===== config.mk =====
export PLATFORM = sky130hd
export DESIGN_NAME = sar_ctrl_10b
export DESIGN_NICKNAME = d
export VERILOG_FILES = /design/src/rtl/sar_ctrl_10b.sv
export SDC_FILE = /design/constraint.sdc
export NUM_CORES = 1
export LEC_CHECK = 0
export CORE_MARGIN = 2
export CORE_UTILIZATION = 55
export CTS_BUF_LIST = sky130_fd_sc_hd__clkbuf_16
export DETAILED_ROUTE_END_ITERATION = 16
export GPL_ROUTABILITY_DRIVEN = 0
export PLACE_DENSITY_LB_ADDON = 0.05
export SLEW_MARGIN = 10
export SYNTH_ARGS = -nofsm -noshare
export SYNTH_HDL_FRONTEND = slang
export SYNTH_SLANG_ARGS = --single-unit

===== constraint.sdc =====
create_clock -name clk -period 2.2 [get_ports clk]
set_input_delay 0.55 -clock clk [delete_from_list [all_inputs] [get_ports clk]]
set_output_delay 0.55 -clock clk [all_outputs]
set_load 0.05 [all_outputs]

===== src/rtl/sar_ctrl_10b.sv =====
// Successive-approximation sequencer: samples the input, then binary-searches the
// DAC trial code using the comparator decision and returns the word with a done pulse.
module sar_ctrl_10b #(
    parameter int NBITS         = 10,
    parameter int SAMPLE_CYCLES = 4
) (
    input  logic             clk,
    input  logic             rst,
    input  logic             start,
    input  logic             abort,
    input  logic             cmp_in,
    output logic             sample,
    output logic [NBITS-1:0] dac_code,
    output logic             busy,
    output logic             done,
    output logic [NBITS-1:0] dout
);

    typedef enum logic [2:0] {
        IDLE,
        SAMPLE,
        HOLD,
        CONV,
        DONE
    } state_t;

    localparam logic [7:0]       CNT_LOAD = 8'(SAMPLE_CYCLES - 1);
    localparam logic [3:0]       K_TOP    = 4'(NBITS - 1);
    localparam logic [NBITS-1:0] MSB_ONLY = {1'b1, {(NBITS-1){1'b0}}};

    state_t           state_q, state_d;
    logic [7:0]       cnt_q, cnt_d;
    logic [3:0]       k_q, k_d;
    logic [NBITS-1:0] dac_q, dac_d;
    logic [NBITS-1:0] dout_q, dout_d;
    logic             sample_q, sample_d;
    logic             busy_q, busy_d;
    logic             done_q, done_d;

    // Every output is computed one state ahead so that all of them come straight from flops.
    always_comb begin
        state_d  = state_q;
        cnt_d    = cnt_q;
        k_d      = k_q;
        dac_d    = dac_q;
        dout_d   = dout_q;
        sample_d = 1'b0;
        busy_d   = 1'b1;
        done_d   = 1'b0;

        case (state_q)
            IDLE, DONE: begin
                if (start && !abort) begin
                    state_d  = SAMPLE;
                    sample_d = 1'b1;
                    cnt_d    = CNT_LOAD;
                    dac_d    = '0;
                end else begin
                    state_d = IDLE;
                    dac_d   = '0;
                    busy_d  = 1'b0;
                end
            end
            SAMPLE: begin
                if (abort) begin
                    state_d = IDLE;
                    dac_d   = '0;
                    busy_d  = 1'b0;
                end else if (cnt_q == 8'd0) begin
                    state_d = HOLD;
                end else begin
                    cnt_d    = cnt_q - 8'd1;
                    sample_d = 1'b1;
                end
            end
            HOLD: begin
                if (abort) begin
                    state_d = IDLE;
                    dac_d   = '0;
                    busy_d  = 1'b0;
                end else begin
                    state_d = CONV;
                    dac_d   = MSB_ONLY;
                    k_d     = K_TOP;
                end
            end
            CONV: begin
                if (abort) begin
                    state_d = IDLE;
                    dac_d   = '0;
                    busy_d  = 1'b0;
                end else begin
                    // Keep or drop the bit under trial, then offer the next lower bit.
                    dac_d[k_q] = cmp_in;
                    if (k_q != 4'd0) begin
                        dac_d[k_q - 4'd1] = 1'b1;
                        k_d               = k_q - 4'd1;
                    end else begin
                        dout_d  = dac_d;
                        state_d = DONE;
                        done_d  = 1'b1;
                    end
                end
            end
            default: begin
                state_d = IDLE;
                dac_d   = '0;
                busy_d  = 1'b0;
            end
        endcase
    end

    always_ff @(posedge clk) begin
        if (rst) begin
            state_q  <= IDLE;
            cnt_q    <= '0;
            k_q      <= '0;
            dac_q    <= '0;
            dout_q   <= '0;
            sample_q <= 1'b0;
            busy_q   <= 1'b0;
            done_q   <= 1'b0;
        end else begin
            state_q  <= state_d;
            cnt_q    <= cnt_d;
            k_q      <= k_d;
            dac_q    <= dac_d;
            dout_q   <= dout_d;
            sample_q <= sample_d;
            busy_q   <= busy_d;
            done_q   <= done_d;
        end
    end

    assign sample   = sample_q;
    assign dac_code = dac_q;
    assign busy     = busy_q;
    assign done     = done_q;
    assign dout     = dout_q;

endmodule

# Yosys cells after proc, flatten, opt, wreduce, memory -nomap -nowiden
# Index checks and enable logic that the tools add are counted.
[word_totals]
register_bits = 38
input_bits = 5
[classes]
n_addsub = 2
order_cmp = 4
n_eq_ne = 13
n_mux = 32
bitwise_logic = 4
n_reduce_logical = 16
[op_table]
columns = ["operator", "count"]
rows = [
  ["2-to-1 mux 10 bit", 4],
  ["one-hot mux 10 bit (3 select lines)", 1],
  ["2-to-1 mux 8 bit", 3],
  ["one-hot mux 8 bit (2 select lines)", 1],
  ["inequality test 2 bit (second input constant)", 7],
  ["2-to-1 mux 3 bit", 4],
  ["2-to-1 mux 4 bit", 3],
  ["one-hot mux 3 bit (4 select lines)", 1],
  ["bitwise mux 10 bit", 1],
  ["< comparator 4 x 5 -> 1 bit (second input constant)", 2],
  ["OR 10 bit", 1],
  ["demux 1 bit (select 4 bit)", 2],
  ["greater-or-equal comparator 4 x 1 -> 1 bit (second input constant)", 2],
  ["zero test 8 bit", 1],
  ["2-to-1 mux 1 bit", 8],
  ["one-hot mux 4 bit (2 select lines)", 1],
  ["AND reduction 4 bit", 2],
  ["subtractor 8 x 1 -> 8 bit (second input constant)", 1],
  ["equality test 3 x 2 -> 1 bit (second input constant)", 2],
  ["inequality test 3 bit (second input constant)", 2],
  ["OR reduction 3 bit", 2],
  ["one-hot mux 1 bit (2 select lines)", 2],
  ["nonzero test 2 bit", 2],
  ["nonzero test 4 bit", 1],
  ["11 further kinds", 15],
]

# Logic depth before layout (Yosys ltp)
# Gate-level depths: netlist of run 1.
[logic_depth]
depth_word = 9
ltp_mapped = 9
depth_no_buf = 6

# Least setup slack after synthesis of run 1
# No wires, ideal clock.
[synth_path]
path_kind = "input port to flip-flop"
startpoint = "in abort"
endpoint = "reg dout_q[9] (netlist: dout[9])"
setup_ps = 86
arrival_time_ps = 1919
required_time_ps = 2114
setup_slack_ps = 195
cell_stages = 7
path_cell_list = "clkbuf_1 nor4bb_1 and2_1 buf_2 buf_2 nor2_1 a211oi_1"
[synth_via]
elab_chain_cells = 2
[synth_lines]
columns = ["element", "line", "source"]
rows = [
  ["start: declaration", "10", "input logic abort,"],
  ["inverter 1 bit (no line)", "n/a", ""],
  ["AND reduction 3 bit (no line)", "n/a", ""],
  ["end signal: assignment", "128", "dout_q <= dout_d;"],
  ["end: declaration", "35", "logic [NBITS-1:0] dout_q, dout_d;"],
]
# No other way between the ends.
# A chain may end at the register's enable or synchronous reset.

# Final worst setup path of run 1
[layout_path]
startpoint = "reg dac_q[8] (netlist: dac_code[8])"
endpoint = "out dac_code[8]"
[layout_rtl]
columns = ["element", "line", "source"]
rows = [
  ["start: declaration", "34", "logic [NBITS-1:0] dac_q, dac_d;"],
  ["start signal: assignment", "118", "dac_q <= '0;"],
  ["start signal: assignment", "127", "dac_q <= dac_d;"],
  ["end: declaration", "13", "output logic [NBITS-1:0] dac_code,"],
]
# No word-level cell between the ends.

==> results of run 1 <==
-- final timing paths --
kind	from	end	slack (ns)
setup reg to reg	cnt_q[2]	cnt_q[2]	0.30
setup / recovery	dac_code[8]	dac_code[8]	0.17
hold / removal	dac_code[7]	dac_code[7]	0.47
hold reg to reg	dac_code[7]	dac_code[7]	0.47
-- report_power, final --
group / switching (mW) / internal, mW / leakage (nW)
logic: 0.109 / 0.0909 / 0.624
registers: 0.0218 / 0.708 / 0.308
clock network: 0.260 / 0.526 / 0.0864
-- cell usage after synthesis, drive strengths merged (2+ instances only) --
cell type  count
a211oi         8
a21o           2
a21oi         15
a2bb2oi        2
a311oi         2
a41o           2
and3           2
and3b          2
buf            3
clkbuf        19
dfxtp         38
ha             7
inv            7
mux2           2
mux2i         13
nand2         19
nand2b         6
nand3          4
nand3b         5
nand4          3
nor2          23
nor2b          4
nor3           7
nor3b          4
nor4           6
nor4b          2
o21a           2
o21ai         11
o22ai          2
o2bb2ai        2
o31a           2
or3            7
or3b           2
or4            2
-- kinds of logic (layout without fill, tap and decap cells) --
logic type               count (synthesis)  count (layout)  synth area share [%]
AND/OR/NAND/NOR                        101             101                 26.52
AO/OA/AOI/OAI                           63              63                 20.62
flip-flops                              38              38                 35.91
buffers and inverters                   29              63                 5.612
multiplexers                            15              15                 7.206
adder cells (fa/ha/maj)                  7               7                 4.134
-- stage by stage --
step	power, mW	worst slack (ns)	TNS (ns)
2_1_floorplan	0.8795	0.1951	0
3_3_place_gp	0.9392	0.01026	0
3_5_place_dp	0.9407	-0.03836	-0.09580
4_1_cts	1.724	0.1642	0
5_1_grt	1.791	0.09392	0
6_report	1.715	0.1719	0
-- worst register-to-register path, delay by kind of cell, from the launching register on --
| family | cells | cell delay (ns) |
|---|---|---|
| simple gates | 3 | 1.32 |
| flops | 1 | 0.35 |
| compound gates | 1 | 0.10 |
-- final cells by class --
type	count	area [sq um]	share of cell area, %
clock inverters	3	37.54	1.403
repair buffers	48	427.9	15.99
multi-input cells	186	1239	46.28
well taps	48	60.06	2.244
flip-flops and latches	38	760.7	28.42
clock buffers	5	125.1	4.675
inverters	7	26.28	0.9818
-- layer usage --
layer | track usage (%) | wire, um
met1 | 32.84 | 2269
met2 | 37.75 | 2307
met3 | 4.089 | 237
met4 | 7.143 | 27
met5 | 0 | 0
-- registers in the layout (all words and copies together) (netlist names) --
register and cells:
dout 10, sample 1, k_q 4, state_q 3, done 1, busy 1, dac_code 10, cnt_q 8
==> implementation parameters, run 1 <==
Parameter                              Value

Detailed routing
  Average detailed-routed wire length per instance    14.45 um
  Routed Wire Length    4.841 mm
  Routed via count    1945
  DRC marker count from the first detailed-route iteration    186
  Pre-Repair DR Iteration Count    5
  DRT antenna net count    0
  Vias per inst    5.806
  Post-route DRC violation count    0

Global routing
  Overall fraction of global-route tracks in use    23.71%
  Initial antenna violation count    0
  Number of global-route vias before repair    1704
  Pin count of the biggest net entering global routing    21
  GRT overflow    0
  First-pass GRT wire length    8.031 mm

Yosys
  Part of the Yosys area used for sequential elements    35.91%
  Number of warnings issued by yosys    0
  Mapped Area    2118 sq um
  Prevailing post-synth register cell    sky130_fd_sc_hd__dfxtp_1
  Number of enable flip-flop cells after synthesis    0
  Top-area cell type share of the netlist area    35.91%
  Distinct cell type count of the synthesized netlist    53
  Synth area leader    sky130_fd_sc_hd__dfxtp_1
  Count of state elements after synthesis    38
  Dominant cells by area after synthesis    sky130_fd_sc_hd__dfxtp_1, sky130_fd_sc_hd__mux2i_1, sky130_fd_sc_hd__ha_1
  Net count after synthesis    265
  Async set-or-reset flop fraction in the synthesized netlist    0%
  Per-instance average area after synthesis    8.373 sq um
  Number of standard cells after synthesis    253

Cells and area
  Post-Layout Cell Count    335
  Final core utilization    72.56%
  Leading cell types in the layout, fill and taps excluded    sky130_fd_sc_hd__dfxtp_1, sky130_fd_sc_hd__clkdlybuf4s50_1, sky130_fd_sc_hd__nor2_1, sky130_fd_sc_hd__buf_4, sky130_fd_sc_hd__nand2_1
  Area growth syn-to-layout    26.34%
  Filler Cells Inserted    297
  Number of nets in the layout    298
  Most common cell after layout, fill and taps aside    sky130_fd_sc_hd__dfxtp_1
  Total inserted antenna cells    0
  Final instance area    2676 sq um
  Share of layout cells above drive strength 1    12.54%

Power
  Total power per unit cell area    640.9 nW/um^2
  Largest vdd supply drop    0.0004156 V
  Leakage power total    1.018 nW

Floorplan
  Effective utilization at floorplan    57.43%
  Die X-Extent    66.06 um
  Area of the placeable core    3689 sq um
  Boundary pin count    28
  Vertical die dimension    66.06 um
  Die footprint    4364 sq um
  Placement Rows    22

STA
  Setup-failing EPs final    0
  Hold Worst Slack    0.4684 ns
  Clock tree skew after final layout    0.002377 ns
  Slew of the pin with the lowest slew margin    0.6409 ns
  Achievable frequency    493.1 MHz
  Setup repair after global routing missed its margin    false
  Final number of max-transition violations    0
  Endpoints failing hold    0
  Ratio of final minimum period to clock period    92.19%
  Final min period    2.028 ns
  Worst slew margin relative to its limit    57.21%

Placed design
  Placed cell area    2514 sq um
  Post-placement cell count    327
  HPWL after DPL    3.363 mm
  IO buf count    27

Clock tree
  Hold-fix buffers, CTS    0
  Number of gates given a new drive strength after cts    0
  Number of buffers inserted by post-CTS setup repair    0
  Skew-Pair Late Insertion Delay    0.27 ns
  Clock buffer count from CTS    5
  Buffer cell driving the clock tree root    sky130_fd_sc_hd__clkbuf_16
  CTS tree    built
  Clock slew at reported path FFs    0.06 ns
  Maximum clock path buffer count    2
  Clock H-tree levels    2
  Sink Count    38

Worst setup path
  Worst-case reg-to-reg path depth    4
  Worst EP required    1.65 ns
  Number of logic stages on the critical path including buffering    1
  Crit path largest cell delay    0.82 ns
  Startpoint type of the worst setup path    flip-flop
  Arrival time of the worst setup path    1.48 ns
  Category of the most critical setup path    reg2out
  Crit-path max FO    4
  Worst-path cell chain    clkdlybuf4s50_1
  Slowest stage cell, crit path    sky130_fd_sc_hd__clkdlybuf4s50_1
  Dominant delay contributor by cell family on the critical path    buffers and inverters
  Sort of element at the end of the critical path    output pin
  Number of buffers and inverters on the critical path    1

Run status
  Status    finished clean

Job
  Max-cap viol count    0

Hold path
  Hold path depth    2
  Class of the worst hold path    reg2reg
Note: power is estimated with default switching activity, not from simulation.
==> inputs of run 2 (changes only) <==
- ABC_AREA: unset -> 1
- CORE_MARGIN: 2 -> unset
- CORE_UTILIZATION: 55 -> 54
==> implementation parameters, run 2 <==
Parameter                              Value

Yosys
  Most frequent cells after synthesis    sky130_fd_sc_hd__nand2_1, sky130_fd_sc_hd__nor2_1, sky130_fd_sc_hd__dfxtp_1
  Net count after synthesis    296 (+12%)
  Most frequent cell after synthesis    sky130_fd_sc_hd__nand2_1
  Synth area leader    sky130_fd_sc_hd__dfxtp_1
  Number of warnings issued by yosys    0 (unchanged)
  Distinct cell type count of the synthesized netlist    30 (-43%)
  Count of state elements after synthesis    38 (unchanged)
  Number of enable flip-flop cells after synthesis    0 (unchanged)
  Top-area cell type share of the netlist area    38.48% (+2.6 points)
  Per-instance average area after synthesis    6.961 sq um (-17%)
  Main combinational cell family by area after synthesis    simple AND/OR/NAND/NOR gates
  Arithmetic-cell share of the synthesized area counting full adders, half adders and majority gates    4.430% (+0.30 points)
  Async set-or-reset flop fraction in the synthesized netlist    0% (unchanged)
  XOR/XNOR share of the synthesized area    0.8861% (+0.89 points)
  Dominant cells by area after synthesis    sky130_fd_sc_hd__dfxtp_1, sky130_fd_sc_hd__nand2_1, sky130_fd_sc_hd__nor2_1
  Mapped Area    1977 sq um (-6.7%)
  Fraction of the mapped netlist area in compound gates    16.20% (-4.4 points)
  Post-synthesis simple-gate area fraction    33.10% (+6.6 points)
  Prevailing post-synth register cell    sky130_fd_sc_hd__dfxtp_1
  Number of standard cells after synthesis    284 (+12%)
  Part of the Yosys area used for sequential elements    38.48% (+2.6 points)
  Post-synthesis mux area share    0% (-7.2 points)

Clock tree
  Clock H-tree levels    2 (unchanged)
  Buffer cell driving the clock tree root    sky130_fd_sc_hd__clkbuf_16
  Number of gates given a new drive strength after cts    0 (unchanged)
  Skew-Pair Late Insertion Delay    0.28 ns (about the same)
  Sink Count    38 (unchanged)
  Clock buffer count from CTS    5 (unchanged)
  Hold-fix buffers, CTS    0 (unchanged)
  Maximum clock path buffer count    2 (unchanged)
  Clock slew at reported path FFs    0.05 ns (about the same)
  CTS tree    built
  Number of buffers inserted by post-CTS setup repair    0 (unchanged)

Worst setup path
  Worst-path cell chain    clkdlybuf4s50_1
  Worst EP required    1.65 ns (about the same)
  Crit-path max FO    3 (-1)
  Number of buffers and inverters on the critical path    1 (unchanged)
  Arrival time of the worst setup path    1.46 ns (-0.02 ns)
  Dominant delay contributor by cell family on the critical path    buffers and inverters
  Sort of element at the end of the critical path    output pin
  Category of the most critical setup path    reg2out
  Slowest stage cell, crit path    sky130_fd_sc_hd__clkdlybuf4s50_1
  Crit path largest cell delay    0.82 ns (about the same)
  Startpoint type of the worst setup path    flip-flop

Power
  Reg power frac    46.6% (+4.1 points)
  Total power per unit cell area    628.7 nW/um^2 (-1.9%)
  Cell-internal power    1.157 mW (-13%)
  Psw    0.3653 mW (-6.4%)
  Switching power as a share of total power    24.00% (+1.2 points)
  Clock network fraction of total power    43.3% (-2.5 points)
  Largest vdd supply drop    0.0004373 V (+5.2%)
  Leakage power total    1.035 nW (+1.6%)
  Combinational cell fraction of total power    10.1% (-1.6 points)

STA
  Final number of max-transition violations    0 (unchanged)
  Ratio of final minimum period to clock period    91.39% (-0.80 points)
  Slew of the pin with the lowest slew margin    0.5106 ns (-0.1303 ns)
  Setup repair after global routing missed its margin    false
  Final min period    2.011 ns (-0.01757 ns)
  Aggregate negative setup slack    0 ns (unchanged)
  Worst slew margin relative to its limit    65.85% (+8.6 points)
  Setup-failing EPs final    0 (unchanged)
  Endpoints failing hold    0 (unchanged)
  Achievable frequency    497.4 MHz (+0.87%)
  Clock tree skew after final layout    0.004381 ns (+0.002004 ns)

Detailed routing
  DRC marker count from the first detailed-route iteration    117 (-37%)
  DRT antenna net count    0 (unchanged)
  Post-route DRC violation count    0 (unchanged)
  Routed Wire Length    4.891 mm (+1.0%)
  Pre-Repair DR Iteration Count    4 (-1)
  Routed via count    1928 (-0.87%)
  Average detailed-routed wire length per instance    13.55 um (-6.2%)
  Vias per inst    5.341 (-8.0%)

Global routing
  First-pass GRT wire length    8.328 mm (+3.7%)
  Pin count of the biggest net entering global routing    23 (+9.5%)
  Initial antenna violation count    0 (unchanged)
  Overall fraction of global-route tracks in use    27.08% (+3.4 points)
  GRT overflow    0 (unchanged)
  Number of global-route vias before repair    1849 (+8.5%)

Floorplan
  Die X-Extent    62.51 um (-5.4%)
  Effective utilization at floorplan    57.88% (+0.45 points)
  Placement Rows    21 (-4.5%)
  Boundary pin count    28 (unchanged)
  Area of the placeable core    3416 sq um (-7.4%)
  Die footprint    3907 sq um (-10%)
  Vertical die dimension    62.51 um (-5.4%)

Cells and area
  Leading cell types in the layout, fill and taps excluded    sky130_fd_sc_hd__nand2_1, sky130_fd_sc_hd__nor2_1, sky130_fd_sc_hd__dfxtp_1, sky130_fd_sc_hd__a21oi_1
  Most common cell after layout, fill and taps aside    sky130_fd_sc_hd__nand2_1
  Final instance area    2421 sq um (-9.5%)
  Number of nets in the layout    327 (+9.7%)
  Area growth syn-to-layout    22.47%
  Share of layout cells above drive strength 1    5.714% (-6.8 points)
  Total inserted antenna cells    0 (unchanged)

Run status
  Status    finished clean

Placed design
  IO buf count    27 (unchanged)
  Placed cell area    2288 sq um (-9.0%)
  HPWL after DPL    3.283 mm (-2.4%)

Job
  Max-cap viol count    0 (unchanged)

Hold path
  Class of the worst hold path    reg2reg
run 2: cell count changes after synthesis, sizes merged, moves of 8 or more:
cell / before / now
a211oi: 8 / 0
nand3: 4 / 18
a21oi: 15 / 31
mux2i: 13 / 0
nor2: 23 / 46
clkbuf: 19 / 2
o21ai: 11 / 24
inv: 7 / 26
nand2: 19 / 65
run 2: path summary, 6_finish.rpt:
kind,from,cells past startpoint,slack (ns),endpoint
setup / recovery,dac_code[2],1,0.19,dac_code[2]
hold / removal,dac_code[0],2,0.45,dac_code[0]
setup reg to reg,k_q[0],9,0.42,dac_code[9]
hold reg to reg,dac_code[0],2,0.45,dac_code[0]
run 2: layer usage:
metal / global-route usage, % / up-vias / share of wire [%]
met3: 8.029 / 8 / 6.0
met2: 42.53 / 57 / 45
met1: 33.83 / 867 / 47
met5: 0 / - / 0
li1: - / 996 / -
met4: 12.79 / 0 / 1.6
run 2: power by group through the flow:
stage	combinational [mW]	clock, mW	sequential [mW]
5_1_grt	0.172	0.699	0.711
3_3_place_gp	0.150	0	0.723
3_5_place_dp	0.152	0	0.723
4_1_cts	0.153	0.670	0.709
2_1_floorplan	0.0993	0	0.734
6_report	0.154	0.660	0.709
run 2: logic make-up (layout without fill, tap and decap cells):
kind of cell,Yosys count,count (layout)
XOR/XNOR,2,2
buffers and inverters,33,64
AND/OR/NAND/NOR,143,143
adder cells (fa/ha/maj),7,7
flip-flops,38,38
AO/OA/AOI/OAI,61,61
run 2: layout make-up:
cell class / count / area [sq um]
Clock inverter: 2 / 7.507
Fill cell: 307 / 994.7
Clock buffer: 5 / 125.1
Inverter: 28 / 105.1
Sequential cell: 38 / 760.7
Multi-Input combinational cell: 213 / 1080
Timing Repair Buffer: 29 / 285.3
Tap cell: 46 / 57.56
run 2: per-stage QoR:
step,power (mW),utilization (%),hold WS [ns],std cells,setup WS [ns]
2_1_floorplan,0.8332,-,0.4550,284,0.7360
3_3_place_gp,0.8732,67.00,0.4391,354,0.1545
3_5_place_dp,0.8749,67.00,0.4393,354,0.09329
4_1_cts,1.532,70.88,0.4506,361,0.1739
5_1_grt,1.581,70.88,0.4747,361,0.1543
6_report,1.522,70.88,0.4474,361,0.1895
